$ cat config.mk
export PLATFORM = sky130hd
export DESIGN_NAME = car_dash_step_sequencer_flat
export DESIGN_NICKNAME = d
export VERILOG_FILES = /design/src/rtl/car_dash_pkg.sv /design/src/rtl/car_dash_step_sequencer_if.sv /design/src/rtl/car_dash_row_field.sv /design/src/rtl/car_dash_step_sequencer.sv /design/src/flat_wrapper.sv
export SDC_FILE = /design/constraint.sdc
export NUM_CORES = 1
export LEC_CHECK = 0
export CORE_UTILIZATION = 51
export CTS_CLUSTER_DIAMETER = 100
export DETAILED_ROUTE_END_ITERATION = 10
export PLACE_DENSITY = 0.8
export SLEW_MARGIN = 20
export SYNTH_ARGS = -nofsm -noshare
export SYNTH_HDL_FRONTEND = slang
export SYNTH_SLANG_ARGS = --single-unit
$ cat constraint.sdc
create_clock -name clk -period 7 [get_ports clk]
set_clock_uncertainty 0.2 [all_clocks]
set_input_delay 1.4 -clock clk [delete_from_list [all_inputs] [get_ports clk]]
set_output_delay 1.4 -clock clk [all_outputs]
set_load 0.1 [all_outputs]
$ cat src/rtl/car_dash_pkg.sv
// Shared types and constants for the Car Dash game-step sequencer.
package car_dash_pkg;

  localparam int unsigned LANES    = 6;
  localparam logic [2:0]  MAX_LANE = 3'd5;

  localparam logic [1:0] MOVE_NONE  = 2'b00;
  localparam logic [1:0] MOVE_LEFT  = 2'b10;
  localparam logic [1:0] MOVE_RIGHT = 2'b01;

  localparam int unsigned COLLIDE_BIT = 2;

  typedef enum logic [2:0] {
    StIdle,
    StRunWait,
    StStep,
    StWait1,
    StWait2,
    StApply,
    StOver
  } seq_state_e;

  // Lane update for one applied move. MOVE_LEFT raises the lane index and
  // MOVE_RIGHT lowers it. Both saturate at the road edges.
  function automatic logic [2:0] next_pos(input logic [2:0] pos, input logic [1:0] mv);
    logic [2:0] res;
    res = pos;
    if (mv == MOVE_LEFT) begin
      res = (pos == MAX_LANE) ? pos : pos + 3'd1;
    end else if (mv == MOVE_RIGHT) begin
      res = (pos == 3'd0) ? pos : pos - 3'd1;
    end
    return res;
  endfunction

endpackage

$ cat src/rtl/car_dash_step_sequencer_if.sv
// Interface carrying the signals between the sequencer and the checker,
// the obstacle generator, the debouncer and the display driver.
interface car_dash_step_sequencer_if #(
  parameter int unsigned ROW_DEPTH = 8
);
  import car_dash_pkg::*;

  logic                       start;
  logic                       pause;
  logic [LANES-1:0]           new_row;
  logic [2:0]                 move_result;
  logic                       step;
  logic [2:0]                 position;
  logic [LANES-1:0]           head_row;
  logic [LANES-1:0]           next_row;
  logic [LANES*ROW_DEPTH-1:0] field;
  logic                       new_row_req;
  logic [1:0]                 lives;
  logic [15:0]                score;
  logic                       game_over;

  modport master (
    input  start, pause, new_row, move_result,
    output step, position, head_row, next_row, field, new_row_req, lives, score, game_over
  );

  modport slave (
    output start, pause, new_row, move_result,
    input  step, position, head_row, next_row, field, new_row_req, lives, score, game_over
  );

endinterface

$ cat src/rtl/car_dash_row_field.sv
// Obstacle field buffer. Row 0 is beside the car. New rows enter at the far end.
module car_dash_row_field
  import car_dash_pkg::*;
#(
  parameter int unsigned ROW_DEPTH = 8
) (
  input  logic                       clk,
  input  logic                       clear,
  input  logic                       shift_en,
  input  logic [LANES-1:0]           row_in,
  output logic [LANES*ROW_DEPTH-1:0] field,
  output logic [LANES-1:0]           head_row,
  output logic [LANES-1:0]           next_row
);

  logic [ROW_DEPTH-1:0][LANES-1:0] rows_q;

  // Clear has priority. A shift scrolls every row one step towards the car.
  always_ff @(posedge clk) begin
    if (clear) begin
      rows_q <= '0;
    end else if (shift_en) begin
      rows_q <= {row_in, rows_q[ROW_DEPTH-1:1]};
    end
  end

  assign field    = rows_q;
  assign head_row = rows_q[0];
  assign next_row = rows_q[1];

endmodule

$ cat src/rtl/car_dash_step_sequencer.sv
// Game-step controller: paces ticks, strobes the checker and applies its result.
module car_dash_step_sequencer
  import car_dash_pkg::*;
#(
  parameter int unsigned TICK_DIV    = 25000000,
  parameter int unsigned START_LIVES = 3,
  parameter int unsigned START_POS   = 2,
  parameter int unsigned ROW_DEPTH   = 8
) (
  input logic                      clk,
  input logic                      reset,
  car_dash_step_sequencer_if.master bus
);

  localparam int unsigned     CntW   = (TICK_DIV > 1) ? $clog2(TICK_DIV) : 1;
  localparam logic [CntW-1:0] CntMax = CntW'(TICK_DIV - 1);

  seq_state_e      state_q;
  logic [CntW-1:0] cnt_q;
  logic            step_q;
  logic            req_q;
  logic            over_q;
  logic [2:0]      pos_q;
  logic [1:0]      lives_q;
  logic [15:0]     score_q;

  logic restart;
  logic fatal;
  logic field_clear;
  logic field_shift;

  // Restart, last-life detection and field control for the current cycle.
  always_comb begin
    restart     = ((state_q == StIdle) || (state_q == StOver)) && bus.start;
    fatal       = bus.move_result[COLLIDE_BIT] && (lives_q == 2'd1);
    field_clear = !reset || restart;
    field_shift = reset && (state_q == StApply) && !fatal;
  end

  // Game sequencer. All outputs are registered here.
  always_ff @(posedge clk) begin
    if (!reset) begin
      state_q <= StIdle;
      cnt_q   <= '0;
      step_q  <= 1'b0;
      req_q   <= 1'b0;
      over_q  <= 1'b0;
      pos_q   <= 3'(START_POS);
      lives_q <= 2'(START_LIVES);
      score_q <= '0;
    end else begin
      step_q <= 1'b0;
      req_q  <= 1'b0;
      unique case (state_q)
        StIdle, StOver: begin
          if (restart) begin
            state_q <= StRunWait;
            cnt_q   <= '0;
            over_q  <= 1'b0;
            pos_q   <= 3'(START_POS);
            lives_q <= 2'(START_LIVES);
            score_q <= '0;
          end
        end
        StRunWait: begin
          if (!bus.pause) begin
            if (cnt_q == CntMax) begin
              cnt_q   <= '0;
              step_q  <= 1'b1;
              state_q <= StStep;
            end else begin
              cnt_q <= cnt_q + CntW'(1);
            end
          end
        end
        StStep:  state_q <= StWait1;
        StWait1: state_q <= StWait2;
        StWait2: begin
          // The request is raised for the whole APPLY cycle. The row is
          // taken on the edge that leaves APPLY.
          req_q   <= 1'b1;
          state_q <= StApply;
        end
        StApply: begin
          pos_q <= next_pos(pos_q, bus.move_result[1:0]);
          if (fatal) begin
            lives_q <= 2'd0;
            over_q  <= 1'b1;
            state_q <= StOver;
          end else begin
            if (bus.move_result[COLLIDE_BIT]) begin
              lives_q <= lives_q - 2'd1;
            end
            if (score_q != 16'hFFFF) begin
              score_q <= score_q + 16'd1;
            end
            state_q <= StRunWait;
          end
        end
        default: state_q <= StIdle;
      endcase
    end
  end

  car_dash_row_field #(
    .ROW_DEPTH(ROW_DEPTH)
  ) u_row_field (
    .clk     (clk),
    .clear   (field_clear),
    .shift_en(field_shift),
    .row_in  (bus.new_row),
    .field   (bus.field),
    .head_row(bus.head_row),
    .next_row(bus.next_row)
  );

  assign bus.step        = step_q;
  assign bus.new_row_req = req_q;
  assign bus.game_over   = over_q;
  assign bus.position    = pos_q;
  assign bus.lives       = lives_q;
  assign bus.score       = score_q;

endmodule

$ cat src/flat_wrapper.sv
// flat-port wrapper written by rule: the top's interface ports become plain ports
module car_dash_step_sequencer_flat import car_dash_pkg::*;
#(
  parameter int unsigned TICK_DIV    = 25000000,
  parameter int unsigned START_LIVES = 3,
  parameter int unsigned START_POS   = 2,
  parameter int unsigned ROW_DEPTH   = 8
)
  (clk, reset, bus_start, bus_pause, bus_new_row, bus_move_result, bus_step, bus_position, bus_head_row, bus_next_row, bus_field, bus_new_row_req, bus_lives, bus_score, bus_game_over);
  car_dash_step_sequencer_if #(.ROW_DEPTH(ROW_DEPTH)) bus_i ();
  input logic clk;
  input logic reset;
  input wire logic [$bits(bus_i.start)-1:0] bus_start;
  input wire logic [$bits(bus_i.pause)-1:0] bus_pause;
  input wire logic [$bits(bus_i.new_row)-1:0] bus_new_row;
  input wire logic [$bits(bus_i.move_result)-1:0] bus_move_result;
  output wire logic [$bits(bus_i.step)-1:0] bus_step;
  output wire logic [$bits(bus_i.position)-1:0] bus_position;
  output wire logic [$bits(bus_i.head_row)-1:0] bus_head_row;
  output wire logic [$bits(bus_i.next_row)-1:0] bus_next_row;
  output wire logic [$bits(bus_i.field)-1:0] bus_field;
  output wire logic [$bits(bus_i.new_row_req)-1:0] bus_new_row_req;
  output wire logic [$bits(bus_i.lives)-1:0] bus_lives;
  output wire logic [$bits(bus_i.score)-1:0] bus_score;
  output wire logic [$bits(bus_i.game_over)-1:0] bus_game_over;
  assign bus_i.start = bus_start;
  assign bus_i.pause = bus_pause;
  assign bus_i.new_row = bus_new_row;
  assign bus_i.move_result = bus_move_result;
  assign bus_step = bus_i.step;
  assign bus_position = bus_i.position;
  assign bus_head_row = bus_i.head_row;
  assign bus_next_row = bus_i.next_row;
  assign bus_field = bus_i.field;
  assign bus_new_row_req = bus_i.new_row_req;
  assign bus_lives = bus_i.lives;
  assign bus_score = bus_i.score;
  assign bus_game_over = bus_i.game_over;
  car_dash_step_sequencer #(.TICK_DIV(TICK_DIV), .START_LIVES(START_LIVES), .START_POS(START_POS), .ROW_DEPTH(ROW_DEPTH)) u_core (.clk(clk), .reset(reset), .bus(bus_i));
endmodule
# Word-level counts from Yosys, hierarchy flattened
# Cells that the tools add are included.
# totals
ff_bits,100
inputBits,13
wordCells,93
# classes
add_sub_neg,5
n_eq_ne,22
n_mux,28
bitwise_logic,2
n_reduce_logical,20
# ops
operator,count
2-to-1 mux 25 bit,3
one-hot mux 25 bit (2 select lines),1
2-to-1 mux 16 bit,3
one-hot mux 16 bit (2 select lines),1
2-to-1 mux 3 bit,9
"adder 25 x 1 -> 25 bit, second input constant",1
"equality test 25 bit, second input constant",1
one-hot mux 3 bit (6 select lines),1
"adder 16 x 1 -> 16 bit, second input constant",1
"!= test 16 bit, second input constant",1
"equality test 3 bit, second input constant",4
AND reduction 3 bit,4
"!= test 3 bit, second input constant",3
"equality test 3 x 2 -> 1 bit, second input constant",2
logical NOT 3 bit,2
2-to-1 mux 2 bit,3
"!= test 2 x 1 -> 1 bit, second input constant",3
"!= test 2 bit, second input constant",3
one-hot mux 3 bit (2 select lines),1
AND reduction 5 bit,1
"equality test 2 x 1 -> 1 bit, second input constant",2
logical AND 1 bit,4
2-to-1 mux 1 bit,4
one-hot mux 2 bit (2 select lines),1
14 further kinds,18

# Longest topological paths before layout
# logic_depth
word_depth,5
depth_mapped,9
depth_no_buf,8

# Hierarchy
# From an unflattened synthesis, not the netlist that was laid out.
# hier_totals
cells_unflattened,506
hier_area_um2,4639.4
# modules_own_cells
mod,instances,cells_each,area_each_um2,seq_area_each_um2
car_dash_step_sequencer,1,339,2820.2,1041.0
car_dash_row_field,1,167,1819.2,960.9

# Worst setup path before layout
# No wires, ideal clock.
# synth_path
path_type,input port to flip-flop
from,input port bus_move_result[0]
to,"register u_core.pos_q[2], in the netlist u_core.bus.position[2]"
setup_ns,0.071
t_arrival_ns,2.937
required_ns,6.729
slack_ns,3.793
path_stages,7
path_buffers,0
path_cell_list,inv_1 > ha_1 > inv_1 > fa_1 > xnor2_1 > or4b_2 > a21oi_1
# synth_via
elab_chain_len,3
word_cells_on_any_way,8
cone_classes,5 x eq/ne; 2 x mux; 1 x reduce/logical
# synth_lines
item,line,source
"start, declared",flat_wrapper.sv:16,input wire logic [$bits(bus_i.move_result)-1:0] bus_move_result;
equality test 2 bit or equality test 2 x 1 -> 1 bit (tied branches),"car_dash_pkg.sv:28, car_dash_pkg.sv:30",
!= test 3 bit (no source line) or 2-to-1 mux 3 bit (tied branches),n/a,
AND reduction 5 bit (no source line) or one-hot mux 3 bit (2 select lines) (tied branches),n/a,
"end signal, assigned",car_dash_step_sequencer.sv:48,pos_q <= 3'(START_POS);
"end signal, assigned",car_dash_step_sequencer.sv:60,pos_q <= 3'(START_POS);
"end signal, assigned",car_dash_step_sequencer.sv:85,"pos_q <= next_pos(pos_q, bus.move_result[1:0]);"
"end, declared",car_dash_step_sequencer.sv:23,logic [2:0] pos_q;
# Several ways; a longest one is shown, not always the timed one.
# A chain may end at the register's enable or synchronous reset.

# Final worst setup path
# layout_path
from,"register u_core.score_q[13], in the netlist u_core.bus.score[13]"
to,output port bus_score[13]
# layout_rtl
item,line,source
"start, declared",car_dash_step_sequencer.sv:25,logic [15:0] score_q;
"start signal, assigned",car_dash_step_sequencer.sv:95,score_q <= score_q + 16'd1;
"end, declared",flat_wrapper.sv:24,output wire logic [$bits(bus_i.score)-1:0] bus_score;
# No word-level cell between the ends.

==> metrics.txt <==
die height=around 96 microns; Levels on crit path=1; status=finished clean; f_max=276 MHz; Rel. slew slack=between 30 and 40%; antenna violations before repair=0; sequential cell area fraction in the yosys report=around 45%; post-synthesis cell count=~560; combinational fraction of design power=4.6%; drt via density=between 5 and 6; placed insts=between 700 and 800; cell area after synthesis=0.00449 sq mm; Area Growth Syn to Fin=23.3%; drt drc=0; Starting DRT DRC Count=about 180; Antenna Diode Count=0; CP max stage cell=clkdlybuf4s50_1; crit start category=flop; Port Buffers=96; chip width=95.8 microns; library cells used by synthesis=between 50 and 60; CP max stage delay=between 1000 and 1500 ps; Fill cells=718; share of post-route cells with drive strength above 1=~4.5%; Crit. End Element=primary output; Tot GR Track Use=around 23%; clk buf depth=2; Worst-Skew Late Latency=360 ps; Sw Pwr=about 0.23 mW; clock sinks=100; WP buf/inv=1; Crit Path Category=flop to primary output; peak supply drop=between 0.1 and 0.15 mV; Critical Path, Cell by Cell=clkdlybuf4s50_1; Post-CTS Setup Repair Bufs=0; final worst path period need=roughly 3600 ps; pins over their slew limit=0; row cnt=33; Final Cycle Share=between 50% and 60%; Synth Flop Type=dfxtp_1; Clock power frac=between 30% and 40%; routed vias=4025; largest net degree at the start of global routing=just over 50; TritonRoute pass-1 iters=5; CTS Buf Count=9; most common cell after layout, fill and taps aside=nand2_1; final setup fails=0; Net Sw Frac=roughly a quarter; vias in the first global route=3556; Leak=1.85 nW; R2R depth=5; CTS resizes=0; Worst EP arrival=between 2000 and 2500 ps; Reg power frac=between 60% and 70%; PwrDens=172 mW/mm^2; non-filler cells, final=between 700 and 800; EDFF count, synth=0; Seq cells post-synth=100; # hold bufs at CTS=0; root buffer cell=clkbuf_8; grt total ovfl=0; Yosys warnings=0; Max Cap Viol=0; RSZ-0062 raised after global routing=false; die area=0.00918 sq mm; Detailed Route WL=10.1 mm; GPL Wtd Cong=0.874; antenna-violating nets left=0; Tightest Pin Transition=roughly 1000 ps; first-pass GRT wire length=approximately 16 mm; syn nets=577; detailed placer's ending HPWL=6.99 mm; Final Hold Viols=0; Clock transition at path regs=100 ps; crit-path max FO=9; initial core utilization=a little over half; Pint=about 0.7 mW; delay-heaviest family, CP=buffers and inverters; CTS tree=yes; Critical Path RT=5400 ps; area of the core=around 0.0084 sq mm; setup TNS=0 ps; NumNets Final=640; Mapped Avg Cell Area=8.03 sq um; htree depth=3; DR WL/cell=13.8 microns; worst hold path depth=2; FFs w/ async S/R, synth=0%; IO Pins=97; commonest cells after routing, fill and taps aside=nand2_1 (115), dfxtp_1 (100), clkdlybuf4s50_1 (96), a21oi_1 (67), nor2_1 (48); worst min-delay path category=flop to flop
[sequential cells by signal (all words and copies together) (netlist names)]
signal / cells
u_core.u_row_field.field: 36
u_core.cnt_q: 25
u_core.bus.score: 16
u_core.u_row_field.head_row: 6
u_core.u_row_field.next_row: 6
u_core.bus.position: 3
u_core.state_q: 3
u_core.bus.lives: 2
u_core.bus.game_over: 1
u_core.bus.new_row_req: 1
u_core.bus.step: 1
[cell type report]
cell class                      instances  area (sq um)  area share (%)
Inverter                                9          33.8           0.610
Tap cell                              105           131            2.37
Clock buffer                           10           128            2.30
Multi-Input combinational cell        404          2220            40.1
Clock inverter                          6          48.8           0.881
Timing Repair Buffer                   98           976            17.6
Sequential cell                       100          2000            36.1
[cells by family after synthesis]
| logic type | Yosys count | share of synthesized area, % |
|---|---|---|
| xor+xnor | 24 | 4.68 |
| buf+inv | 55 | 6.10 |
| flops | 100 | 44.6 |
| simple gates | 264 | 28.3 |
| fa+ha+maj | 5 | 1.56 |
| mux | 3 | 0.669 |
| compound gates | 108 | 14.1 |
[metrics by stage]
step	cell area (sq um)	power [mW]	setup WS, ps	util, %	hold WS (ps)
2_1_floorplan	4490	0.617	3790	-	258
3_3_place_gp	5360	0.628	3180	64.0	252
3_5_place_dp	5360	0.629	3100	64.0	260
4_1_cts	5540	0.960	3360	66.1	272
5_1_grt	5540	0.990	3260	66.1	288
6_report	5540	0.951	3380	66.1	269
[power by group through the flow]
stage	logic, mW	registers [mW]	clock network [mW]
after global routing	0.0481	0.572	0.369
after detailed placement	0.0437	0.585	0
after floorplan	0.0301	0.587	0
final	0.0437	0.572	0.335
after global placement	0.0429	0.585	0
after CTS	0.0438	0.572	0.345
[cells in the mapped netlist, drive strengths merged (2+ instances only)]
cell	count	share of area (%)
a31oi	2	0.28
nand3	17	1.9
or4b	2	0.45
ha	4	1.1
o221a	3	0.75
nand3b	3	0.50
nand4	24	3.3
mux2i	3	0.67
nor2	49	4.1
or3	5	0.70
xnor2	4	0.78
nor4b	2	0.39
inv	9	0.75
and4	2	0.39
buf	22	3.3
and3	14	2.0
nor3	14	1.6
o31a	3	0.59
dfxtp	100	45
xor2	20	3.9
clkbuf	24	2.0
nand4b	2	0.39
a21oi	67	7.5
o21ai	16	1.8
nor4	3	1.1
nand2	115	9.6
and2	6	0.84
a21o	6	1.2
nor2b	2	0.28
[metal layers]
layer | routed length, microns | GRT usage (%)
met3 | 528 | 5.53
met5 | 0 | 0
met2 | 5070 | 38.4
met4 | 140 | 6.84
met1 | 4390 | 28.2
[worst paths after layout]
path                           startpoint                              to  slack, ps
max                  u_core.bus.score[13]                   bus_score[13]       3380
min          u_core.u_row_field.field[15]  u_core.u_row_field.next_row[3]        270
min reg2reg  u_core.u_row_field.field[15]  u_core.u_row_field.next_row[3]        270
max reg2reg             u_core.state_q[1]                 u_core.cnt_q[3]       4410
No activity file was read; power rests on OpenSTA's default activity.
